--- config.mk ---
export PLATFORM = sky130hd
export DESIGN_NAME = pipeline_register
export DESIGN_NICKNAME = d
export VERILOG_FILES = /design/src/rtl/pipeline_pkg.sv /design/src/rtl/pipeline_stage.sv /design/src/rtl/pipeline_register.sv
export SDC_FILE = /design/constraint.sdc
export NUM_CORES = 1
export LEC_CHECK = 0
export ABC_AREA = 1
export BUFFER_PORTS_ARGS = -buffer_cell sky130_fd_sc_hd__buf_2
export CAP_MARGIN = 20
export CORE_AREA = 10 10 47 49
export CTS_CLUSTER_DIAMETER = 50
export CTS_CLUSTER_SIZE = 25
export DETAILED_ROUTE_END_ITERATION = 16
export DIE_AREA = 0 0 57 59
export PLACE_DENSITY_LB_ADDON = 0.3
export SLEW_MARGIN = 20
export SYNTH_ARGS = -nofsm -noshare
export SYNTH_HDL_FRONTEND = slang
export SYNTH_SLANG_ARGS = --single-unit
--- constraint.sdc ---
create_clock -name clk -period 1.7 [get_ports clk]
set_input_delay 0.255 -clock clk [delete_from_list [all_inputs] [get_ports clk]]
set_output_delay 0.255 -clock clk [all_outputs]
set_load 0.02 [all_outputs]
--- src/rtl/pipeline_pkg.sv ---
// Shared constants and the input width-adaptation helper for pipeline_register.
package pipeline_pkg;

  localparam int DEFAULT_N    = 8;
  localparam int DEFAULT_M    = 8;
  // Widest N or M the resize helper can carry.
  localparam int RESIZE_MAX_W = 64;

  // Zero-extend or truncate: only the low min(n, m) bits of v survive.
  // The caller narrows the result to m bits.
  function automatic logic [RESIZE_MAX_W-1:0] resize(
    input logic [RESIZE_MAX_W-1:0] v,
    input int                      n,
    input int                      m
  );
    logic [RESIZE_MAX_W-1:0] r;
    int keep;
    keep = (n < m) ? n : m;
    r = '0;
    for (int i = 0; i < RESIZE_MAX_W; i++)
      if (i < keep) r[i] = v[i];
    return r;
  endfunction

endpackage

--- src/rtl/pipeline_stage.sv ---
// One M-bit pipeline flop: async reset, synchronous flush, clock enable.
module pipeline_stage
  import pipeline_pkg::*;
#(
  parameter int             W           = DEFAULT_M,
  parameter logic [W-1:0]   RESET_VALUE = '0
) (
  input  logic         clk,
  input  logic         reset,
  input  logic         enable,
  input  logic         flush,
  input  logic [W-1:0] d,
  output logic [W-1:0] q
);

  // Flush outranks enable so a stalled pipe can still be cleared.
  always_ff @(posedge clk or posedge reset) begin
    if (reset)       q <= RESET_VALUE;
    else if (flush)  q <= RESET_VALUE;
    else if (enable) q <= d;
  end

endmodule

--- src/rtl/pipeline_register.sv ---
// Clock-enabled, STAGES-deep pipeline register with N->M width adaptation.
// Define PIPELINE_REGISTER_FLUSH_EN to add the synchronous flush input.
module pipeline_register
  import pipeline_pkg::*;
#(
  parameter int           N           = DEFAULT_N,
  parameter int           M           = DEFAULT_M,
  parameter int           STAGES      = 1,
  parameter logic [M-1:0] RESET_VALUE = '0
) (
  input  logic         clk,
  input  logic         reset,
  input  logic         enable,
`ifdef PIPELINE_REGISTER_FLUSH_EN
  input  logic         flush,
`endif
  input  logic [N-1:0] in,
  output logic [M-1:0] out
);

  logic                         flush_int;
  logic [RESIZE_MAX_W-1:0]      in_wide;
  logic [M-1:0]                 data0;
  logic [STAGES-1:0][M-1:0]     stage_q;

`ifdef PIPELINE_REGISTER_FLUSH_EN
  assign flush_int = flush;
`else
  assign flush_int = 1'b0;
`endif

  assign in_wide = RESIZE_MAX_W'(in);
  assign data0   = M'(resize(in_wide, N, M));

  for (genvar k = 0; k < STAGES; k++) begin : g_stage
    logic [M-1:0] d;
    if (k == 0) begin : g_head
      assign d = data0;
    end else begin : g_tail
      assign d = stage_q[k-1];
    end

    pipeline_stage #(
      .W           (M),
      .RESET_VALUE (RESET_VALUE)
    ) u_stage (
      .clk    (clk),
      .reset  (reset),
      .enable (enable),
      .flush  (flush_int),
      .d      (d),
      .q      (stage_q[k])
    );
  end

  // Output comes straight off the last flop: no path from in/enable to out.
  assign out = stage_q[STAGES-1];

endmodule

# Word-level counts from Yosys, hierarchy flattened
# Cells that the tools add are included.
word_totals:
  ff_bits: 8
  in_bits: 11
  output_inout_bits: 8
  elab_cells: 1

# Depth between registers and ports, before layout
# Gate-level depths: netlist of run 1.
logic_depth:
  ltp_word: 0
  depth_mapped: 4
  depth_no_buf: 3

# Hierarchy
# Synthesis of run 1 repeated with hierarchy kept, for this count alone.
unflattened:
  cells_unflattened: 37
  area_unflattened_um2: 342.8
by_module_without_submodules:
  columns: ["mod", "n_inst", "cells_each", "area_each_um2", "seq_area_each_um2"]
  rows:
  - ["pipeline_stage", 1, 36, 339.1, 200.2]
  - ["pipeline_register", 1, 1, 3.8, 0.0]

# Least setup slack after synthesis of run 1
# Ideal clock, no wire load.
synth_timing:
  path_type: "flip-flop to output port"
  startpoint: "reg g_stage[0].u_stage.q[0]"
  endpoint: "out out[0]"
  t_arrival_ns: 0.425
  t_required_ns: 1.445
  path_slack_ns: 1.020
  stages_incl_launch_ff: 1
  n_path_buf: 0
  path_cell_list: "dfrtp_1"
synth_rtl:
  columns: ["item", "line_no", "source"]
  rows:
  - ["start, declared", "pipeline_stage.sv:13", "output logic [W-1:0] q"]
  - ["start signal, assigned", "pipeline_stage.sv:18", "if (reset) q <= RESET_VALUE;"]
  - ["start signal, assigned", "pipeline_stage.sv:19", "else if (flush) q <= RESET_VALUE;"]
  - ["start signal, assigned", "pipeline_stage.sv:20", "else if (enable) q <= d;"]
  - ["end, declared", "pipeline_register.sv:18", "output logic [M-1:0] out"]
# No word-level cell between the ends.

# Worst setup path after layout of run 1
layout_timing:
  startpoint: "reg g_stage[0].u_stage.q[5]"
  endpoint: "out out[5]"
# No word-level cell between the ends.

==> results of run 1 <==
==> placed cells by master, fill, tap and decap left out <==
| master | n |
|---|---|
| dfrtp_1 | 8 |
| inv_2 | 1 |
| nand2_1 | 24 |
| dlygate4sd3_1 | 1 |
| buf_2 | 18 |
| inv_1 | 1 |
| clkbuf_4 | 3 |
==> per-layer routing <==
| layer | vias up | share of wire | routed length [um] |
|---|---|---|---|
| met1 | 118 | 0.45 | 334 |
| li1 | 148 | - | - |
| met5 | - | 0 | 0 |
| met2 | 12 | 0.46 | 346 |
| met3 | 0 | 0.091 | 68 |
| met4 | 0 | 0 | 0 |
==> per-stage QoR <==
step                hold slack (ns)  worst slack, ns  cells   util  area, um^2
CTS                           0.205            0.655     72  0.314         440
floorplan                    0.0707             1.02     35      -         309
detailed placement            0.221            0.889     68  0.291         408
global placement              0.219            0.881     68  0.291         408
global route                  0.206            0.622     72  0.314         440
finish                        0.209            0.672     72  0.314         440
==> final cells by class <==
| class | instances | area share |
|---|---|---|
| sequential | 8 | 0.455 |
| timing repair buffer | 19 | 0.227 |
| multi-input combinational | 24 | 0.205 |
| clock buffer | 3 | 0.0511 |
| tap | 16 | 0.0455 |
| inverter | 2 | 0.0170 |
==> cell families after synthesis <==
logic type	share of synthesized area
DFF	0.648
and+or+nand+nor	0.292
buffers and inverters	0.0607
==> report_power, final <==
part	total, mW	switching, mW	internal (mW)	leakage [nW]
clock network	0.137	0.0566	0.0803	0.0138
registers	0.215	0.00756	0.208	0.0974
logic	0.0776	0.0487	0.0288	0.157
total	0.430	0.113	0.317	0.268
==> worst max path at each step <==
stage	start	to	slack (ns)	depth (start not counted)
floorplan	g_stage[0].u_stage.q[0]$_DFFE_PP0P_	out[0]	1.02	0
global placement	enable	g_stage[0].u_stage.q[7]$_DFFE_PP0P_	0.88	4
detailed placement	enable	g_stage[0].u_stage.q[0]$_DFFE_PP0P_	0.89	4
CTS	g_stage[0].u_stage.q[2]$_DFFE_PP0P_	out[2]	0.66	1
global route	g_stage[0].u_stage.q[4]$_DFFE_PP0P_	out[4]	0.62	1
finish	g_stage[0].u_stage.q[5]$_DFFE_PP0P_	out[5]	0.67	1
==> timing repair <==
| item | 4_1_cts | 5_1_grt |
|---|---|---|
| endpoints found under the hold margin | 8 | 0 |
| resized for setup | 0 | 0 |
| hold buffers | 1 | 0 |
==> impl_metrics.tcl, run 1 <==
set metrics [dict create \
    status "complete, no violations" \
    total_power_uw 430 \
    crit_arrival_ns 0.77 \
    syn_to_final_growth_pct 42.5 \
    numCtsBuffers 3 \
    regMostFlops "g_stage.u_stage.q" \
    syn_area_um2 309 \
    critPathTopFamily "flip-flops" \
    cp-start-kind "flop" \
    end_kind "output pin" \
    wl_per_cell_um 10.4 \
    avgSynthCellArea_um2 8.83 \
    regToRegSetupSlack_ns 1.11 \
    drv_cap 0 \
    placeableCoreArea_um2 1400 \
    rr_worst_depth 2 \
    tightestPinTransition_ns 0.302 \
    gp_congestion 0.592 \
    n_antenna_cell 0 \
    cts_root_buf "clkbuf_4" \
    powerDensity_nw_per_um2 975 \
    grt_pass1_wl_um 1260 \
    antenna_left 0 \
    crit_fanout 2 \
    post_cts_buffers 0 \
    io_buffer_count 18 \
    min_path_type "primary input to flop" \
    die_area_um2 3360 \
    multi_input_area_um2 90.1 \
    min_period_ns 1.03 \
    max_freq_mhz 973 \
    placementRows 14 \
    yosysWarnings 0 \
    synth_commonest_cells "24 x nand2_1, 8 x dfrtp_1, 1 x buf_6, 1 x inv_1, 1 x inv_2" \
    first_pass_iters 2 \
    final.setup.tns_ns 0 \
    grtUsageTotal 0.0481 \
    max_stage_delay_ns 0.37 \
    clk_pin_slew_ns 0.05 \
    drive_gt1_frac 0.393 \
    cp_num_buf_inv 1 \
    grt_setup_unrepaired "false" \
    ys_types 5 \
    met1_usage 0.0503 \
    hold_viol_final 0 \
    path_cells "buf_2" \
    tritoncts "yes" \
    drt-total-wl_um 749 \
    async_flop_share 1.00 \
    crit_type "flop to output pin" \
    setup_violations 0 \
    largest_register_ffs 8 \
    grt_max_degree 10 \
    die_y_um 59 \
    dp_hpwl_um 619 \
    via_per_inst 3.86 \
    synth.most_common_cell "nand2_1" \
    max-vdd-ir-drop_uv 350 \
    seq_area_um2 200 \
    crit_slowest_cell "dfrtp_1" \
    grt_use_met3 0.0300 \
    finalCritPeriodShare 0.605 \
    drcViolationCount 0 \
    hold_path_depth 3 \
    timing.rr.end "g_stage[0].u_stage.q[0]$_DFFE_PP0P_" \
    worstSkewPairLatency_ns 0.24 \
    ys_seq_area_frac 0.648 \
    overflow 0 \
    clock_sinks 8 \
    synth_seq_cells 8 \
    vias 278 \
    synth_edf_count 0 \
    final_nets 69 \
    p_leak_nw 0.268 \
    grt_busiest_layer "met2" \
    required_ns 1.44 \
    yosys.area.top_type_share 0.648 \
    reg_top3 "g_stage.u_stage.q x8" \
    syn_inst 35 \
    dieWidth_um 57 \
    fill_cells 164 \
    drt_iter0_markers 6 \
    grt_pass1_vias 320 \
    pin_count 19 \
    synth_ff_type "dfrtp_1" \
    worstReg2RegStart "g_stage[0].u_stage.q[0]$_DFFE_PP0P_" \
    cts_max_level 1 \
    min_from "in[4]" \
    grtUsageMet2 0.0713 \
    netlist.top_cell.by_area "dfrtp_1" \
    syn_nets 46 \
    hold_end "g_stage[0].u_stage.q[4]$_DFFE_PP0P_" \
    slew_viol_final 0 \
    finClkSkew_ns 0 \
    start_util 0.221 \
    antenna_found_initial 0 \
    synth_area_leaders "dfrtp_1 65%, nand2_1 29%, buf_6 3.6%, inv_1 1.2%, inv_2 1.2%" \
    clock_tree.buffer_depth 2 \
    slew_headroom 0.798 \
]
Power figures use the tool's default switching activity.
==> run 2, diff against run 1 <==
--- a/config.mk
+++ b/config.mk
@@ -5,7 +5,7 @@
 export SDC_FILE = /design/constraint.sdc
 export NUM_CORES = 1
 export LEC_CHECK = 0
-export ABC_AREA = 1
+export ABC_AREA = 0
 export BUFFER_PORTS_ARGS = -buffer_cell sky130_fd_sc_hd__buf_2
 export CAP_MARGIN = 20
 export CORE_AREA = 10 10 47 49
==> constraint.sdc (replaced) <==
create_clock -name clk -period 0.9 [get_ports clk]
set_input_delay 0.135 -clock clk [delete_from_list [all_inputs] [get_ports clk]]
set_output_delay 0.135 -clock clk [all_outputs]
set_load 0.02 [all_outputs]
==> impl_metrics.tcl, run 2 <==
set metrics [dict create \
    crit_arrival_ns 0.79 \
    start_util 0.239 \
    min_path_type "primary input to flop" \
    final_cells 60 \
    crit_type "flop to output pin" \
    tightestPinTransition_ns 0.303 \
    critPathTopFamily "flip-flops" \
    io_buffer_count 18 \
    placementRows 14 \
    crit_slowest_cell "dfrtp_1" \
    netlist.top_cell.by_area "dfrtp_1" \
    final_nets 57 \
    avgSynthCellArea_um2 18.6 \
    clock_tree.buffer_depth 2 \
    end_kind "output pin" \
    pin_count 19 \
    drv_cap 0 \
    dieWidth_um 57 \
    via_per_inst 4.03 \
    dp_slack_ns 0.0458 \
    syn_nets 29 \
    slew_headroom 0.798 \
    synth_commonest_cells "8 x dfrtp_1, 8 x mux2_4, 1 x buf_6, 1 x inv_1" \
    p_leak_nw 0.297 \
    clock_sinks 8 \
    largest_register_ffs 8 \
    powerDensity_nw_per_um2 1700 \
    post-route-util 0.401 \
    grt_setup_unrepaired "true" \
    total_power_uw 957 \
    cts_root_buf "clkbuf_4" \
    ys_seq_area_frac 0.597 \
    cp-start-kind "flop" \
    syn_inst 18 \
    place_area_um2 434 \
    layout_common_cells "10 x buf_2, 10 x buf_6, 8 x mux2_4, 8 x dfrtp_1" \
    placeableCoreArea_um2 1400 \
    synth_ff_type "dfrtp_1" \
    status "complete, but fails checks" \
    die_area_um2 3360 \
    cts_max_level 1 \
    ys_types 4 \
    drt-total-wl_um 857 \
    max-vdd-ir-drop_uv 818 \
    yosysWarnings 0 \
    grtUsageTotal 0.0540 \
    yosys.area.top_type_share 0.597 \
    timing.final.ws_setup_ns -0.0209 \
    max_freq_mhz 1090 \
    hold_ws_ns 0.115 \
    hold_viol_final 0 \
    synth_area_leaders "dfrtp_1 60%, mux2_4 36%, buf_6 3.4%, inv_1 1.1%" \
    n_antenna_cell 0 \
    vias 242 \
    crit_fanout 2 \
    finalCritPeriodShare 1.02 \
    synth_seq_cells 8 \
    synth_edf_count 0 \
    drive_gt1_frac 0.773 \
    antenna_left 0 \
    violations "negative setup slack" \
    die_y_um 59 \
    cp_num_buf_inv 1 \
    drcViolationCount 0 \
    numCtsBuffers 3 \
    grt_pass1_vias 301 \
    max_stage_delay_ns 0.40 \
    setup_violations 7 \
    tritoncts "yes" \
    async_flop_share 1.00 \
    syn_to_final_growth_pct 67.5 \
    slew_viol_final 0 \
    final.setup.tns_ns -0.0612 \
    finClkSkew_ns 0 \
    worstSkewPairLatency_ns 0.24 \
    grt_pass1_wl_um 1390 \
    grt_max_degree 9 \
    stdcell_area_um2 562 \
    overflow 0 \
    min_period_ns 0.921 \
    clk_pin_slew_ns 0.05 \
    reg_top3 "g_stage.u_stage.q x8" \
    regMostFlops "g_stage.u_stage.q" \
    dp.cells 51 \
    syn_area_um2 335 \
    required_ns 0.76 \
    gp_congestion 0.652 \
    drt_iter0_markers 1 \
    antenna_found_initial 0 \
    first_pass_iters 2 \
    wl_per_cell_um 14.3 \
    path_cells "buf_6" \
]
run 2: cell families after synthesis:
family / synth area share
multiplexers: 0.358
flip-flops: 0.597
buffers and inverters: 0.0448
run 2: power breakdown:
group	internal [mW]	leakage, nW	switching [mW]
clock	0.152	0.0138	0.112
combinational	0.169	0.189	0.101
sequential	0.397	0.0935	0.0272
total	0.717	0.297	0.240
run 2: layer usage:
| metal | wire length (um) | vias to the layer above | GRT usage |
|---|---|---|---|
| li1 | - | 112 | - |
| met1 | 352 | 114 | 0.0583 |
| met2 | 392 | 16 | 0.0775 |
| met3 | 111 | 0 | 0.0558 |
| met4 | 0 | 0 | 0 |
| met5 | 0 | - | 0 |
run 2: worst paths after layout:
path | start | endpoint | slack (ns) | depth (start not counted)
setup reg to reg | g_stage[0].u_stage.q[0]$_DFFE_PP0P_ | g_stage[0].u_stage.q[0]$_DFFE_PP0P_ | 0.01 | 2
hold / removal | in[4] | g_stage[0].u_stage.q[4]$_DFFE_PP0P_ | 0.12 | 2
max in group asynchronous | reset | g_stage[0].u_stage.q[7]$_DFFE_PP0P_ | 0.30 | 3
setup / recovery | g_stage[0].u_stage.q[6]$_DFFE_PP0P_ | out[6] | -0.02 | 1
hold reg to reg | g_stage[0].u_stage.q[7]$_DFFE_PP0P_ | g_stage[0].u_stage.q[7]$_DFFE_PP0P_ | 0.54 | 1
min in group asynchronous | reset | g_stage[0].u_stage.q[6]$_DFFE_PP0P_ | 0.36 | 3
run 2: cell type report:
cell class,instances,area [um^2]
Fill cell,138,840
Multi-Input combinational cell,8,120
Tap cell,16,20.0
Clock buffer,3,22.5
Inverter,1,3.75
Timing Repair Buffer,24,195
Sequential cell,8,200
run 2: timing repair:
action                                  4_1_cts  5_1_grt
cloned                                        0        0
endpoints found under the setup margin        8       12
pin swaps                                     0        0
buffers inserted                              4        1
gates resized for setup                      16        2
hold buffers                                  1        0
endpoints found under the hold margin         8        0
==> run 3, diff against run 2 <==
--- a/config.mk
+++ b/config.mk
@@ -13,7 +13,7 @@
 export CTS_CLUSTER_SIZE = 25
 export DETAILED_ROUTE_END_ITERATION = 16
 export DIE_AREA = 0 0 57 59
-export PLACE_DENSITY_LB_ADDON = 0.3
+export PLACE_DENSITY = 0.54
 export SLEW_MARGIN = 20
 export SYNTH_ARGS = -nofsm -noshare
 export SYNTH_HDL_FRONTEND = slang
==> impl_metrics.tcl, run 3 (synthesis results as in run 2) <==
set metrics [dict create \
    critPathLaunch "g_stage[0].u_stage.q[2]$_DFFE_PP0P_" \
    via_per_inst 3.80 \
    drcViolationCount 0 \
    cts_max_level 1 \
    grtUsageTotal 0.0526 \
    required_ns 0.76 \
    total_power_uw 964 \
    dp_hpwl_um 629 \
    placeableCoreArea_um2 1400 \
    gp_congestion 0.583 \
    overflow 0 \
    slew_headroom 0.792 \
    first_pass_iters 3 \
    dieWidth_um 57 \
    timing.final.ws_setup_ns -0.0180 \
    setup_violations 6 \
    drt-total-wl_um 842 \
    final_cells 61 \
    slew_viol_final 0 \
    grt_busiest_layer "met2" \
    antenna_found_initial 0 \
    finClkSkew_ns 0 \
    final_nets 58 \
    violations "negative setup slack" \
    max_freq_mhz 1090 \
    wl_per_cell_um 13.8 \
    final.setup.tns_ns -0.0581 \
    p_leak_nw 0.303 \
    grt_pass1_wl_um 1320 \
    die_area_um2 3360 \
    post-route-util 0.409 \
    grt_max_degree 9 \
    grt_pass1_vias 279 \
    met1_usage 0.0542 \
    powerDensity_nw_per_um2 1680 \
    antenna_left 0 \
    syn_to_final_growth_pct 70.9 \
    stdcell_area_um2 573 \
    worstSkewPairLatency_ns 0.24 \
    regMostFlops "g_stage.u_stage.q" \
    cp_num_buf_inv 1 \
    clock_tree.buffer_depth 2 \
    vias 232 \
    grtUsageMet2 0.0760 \
    grt_setup_unrepaired "true" \
    worstReg2RegStart "g_stage[0].u_stage.q[0]$_DFFE_PP0P_" \
    largest_register_ffs 8 \
    path_cells "buf_6" \
    crit_fanout 2 \
    drv_cap 0 \
    layout_common_cells "11 x buf_6, 10 x buf_2, 8 x mux2_4, 8 x dfrtp_1" \
    cts_root_buf "clkbuf_4" \
    clock_sinks 8 \
    clk_pin_slew_ns 0.05 \
    end_kind "output pin" \
    tightestPinTransition_ns 0.311 \
    min_path_type "primary input to flop" \
    numCtsBuffers 3 \
    io_buffer_count 18 \
    max_stage_delay_ns 0.40 \
    dp.cells 51 \
    crit_type "flop to output pin" \
    min_period_ns 0.918 \
    status "complete, but fails checks" \
    min_from "in[0]" \
    pin_count 19 \
    critPathTopFamily "flip-flops" \
    hold_viol_final 0 \
    drt_iter0_markers 4 \
    drive_gt1_frac 0.778 \
    tritoncts "yes" \
    place_area_um2 434 \
    max-vdd-ir-drop_uv 599 \
    grt_use_met3 0.0386 \
    placementRows 14 \
    reg_top3 "g_stage.u_stage.q x8" \
    finalCritPeriodShare 1.02 \
    die_y_um 59 \
    cp-start-kind "flop" \
    n_antenna_cell 0 \
    crit_slowest_cell "dfrtp_1" \
    final_common_cell "buf_6" \
    crit_arrival_ns 0.78 \
    start_util 0.239 \
]
[run 3: cell types whose count changed in the layout (fill, tap and decap cells not counted)]
cell   delta
buf_6     +1
[run 3: area by class of cell]
cell class                      instances  area (um^2)
Fill cell                             140          828
Clock buffer                            3         22.5
Multi-Input combinational cell          8          120
Timing Repair Buffer                   25          206
Sequential cell                         8          200
Tap cell                               16         20.0
Inverter                                1         3.75
[run 3: through the flow]
step / setup WS, ns / hold slack [ns]
after global placement: 0.0754 / 0.0926
after detailed placement: 0.0564 / 0.0952
after floorplan: 0.0653 / -0.0493
after global routing: -0.0512 / 0.103
after CTS: -0.0145 / 0.115
final: -0.0180 / 0.118
[run 3: routing by layer]
layer / vias to the layer above / part of all wire
li1: 114 / -
met1: 106 / 0.42
met2: 10 / 0.48
met3: 2 / 0.096
met4: 0 / 0.0059
met5: - / 0
[run 3: path summary, 6_finish.rpt]
path                       slack (ns)                                   to  cells after the start
max                             -0.02                               out[2]                      1
min                              0.12  g_stage[0].u_stage.q[0]$_DFFE_PP0P_                      2
max in group asynchronous        0.29  g_stage[0].u_stage.q[2]$_DFFE_PP0P_                      3
max reg2reg                         0  g_stage[0].u_stage.q[0]$_DFFE_PP0P_                      2
min in group asynchronous        0.37  g_stage[0].u_stage.q[5]$_DFFE_PP0P_                      3
min reg2reg                      0.53  g_stage[0].u_stage.q[3]$_DFFE_PP0P_                      1
[run 3: repair_timing]
action,4_1_cts,5_1_grt
setup buffers,3,3
endpoints found under the hold margin,8,0
gates resized for setup,16,3
hold buffers,1,0
endpoints found under the setup margin,8,11
[run 3: report_power, final]
group	switching (mW)	leakage, nW	total (mW)	internal (mW)
registers	0.0293	0.0935	0.426	0.397
clock network	0.108	0.0138	0.259	0.152
logic	0.102	0.196	0.279	0.177
total	0.239	0.303	0.964	0.725
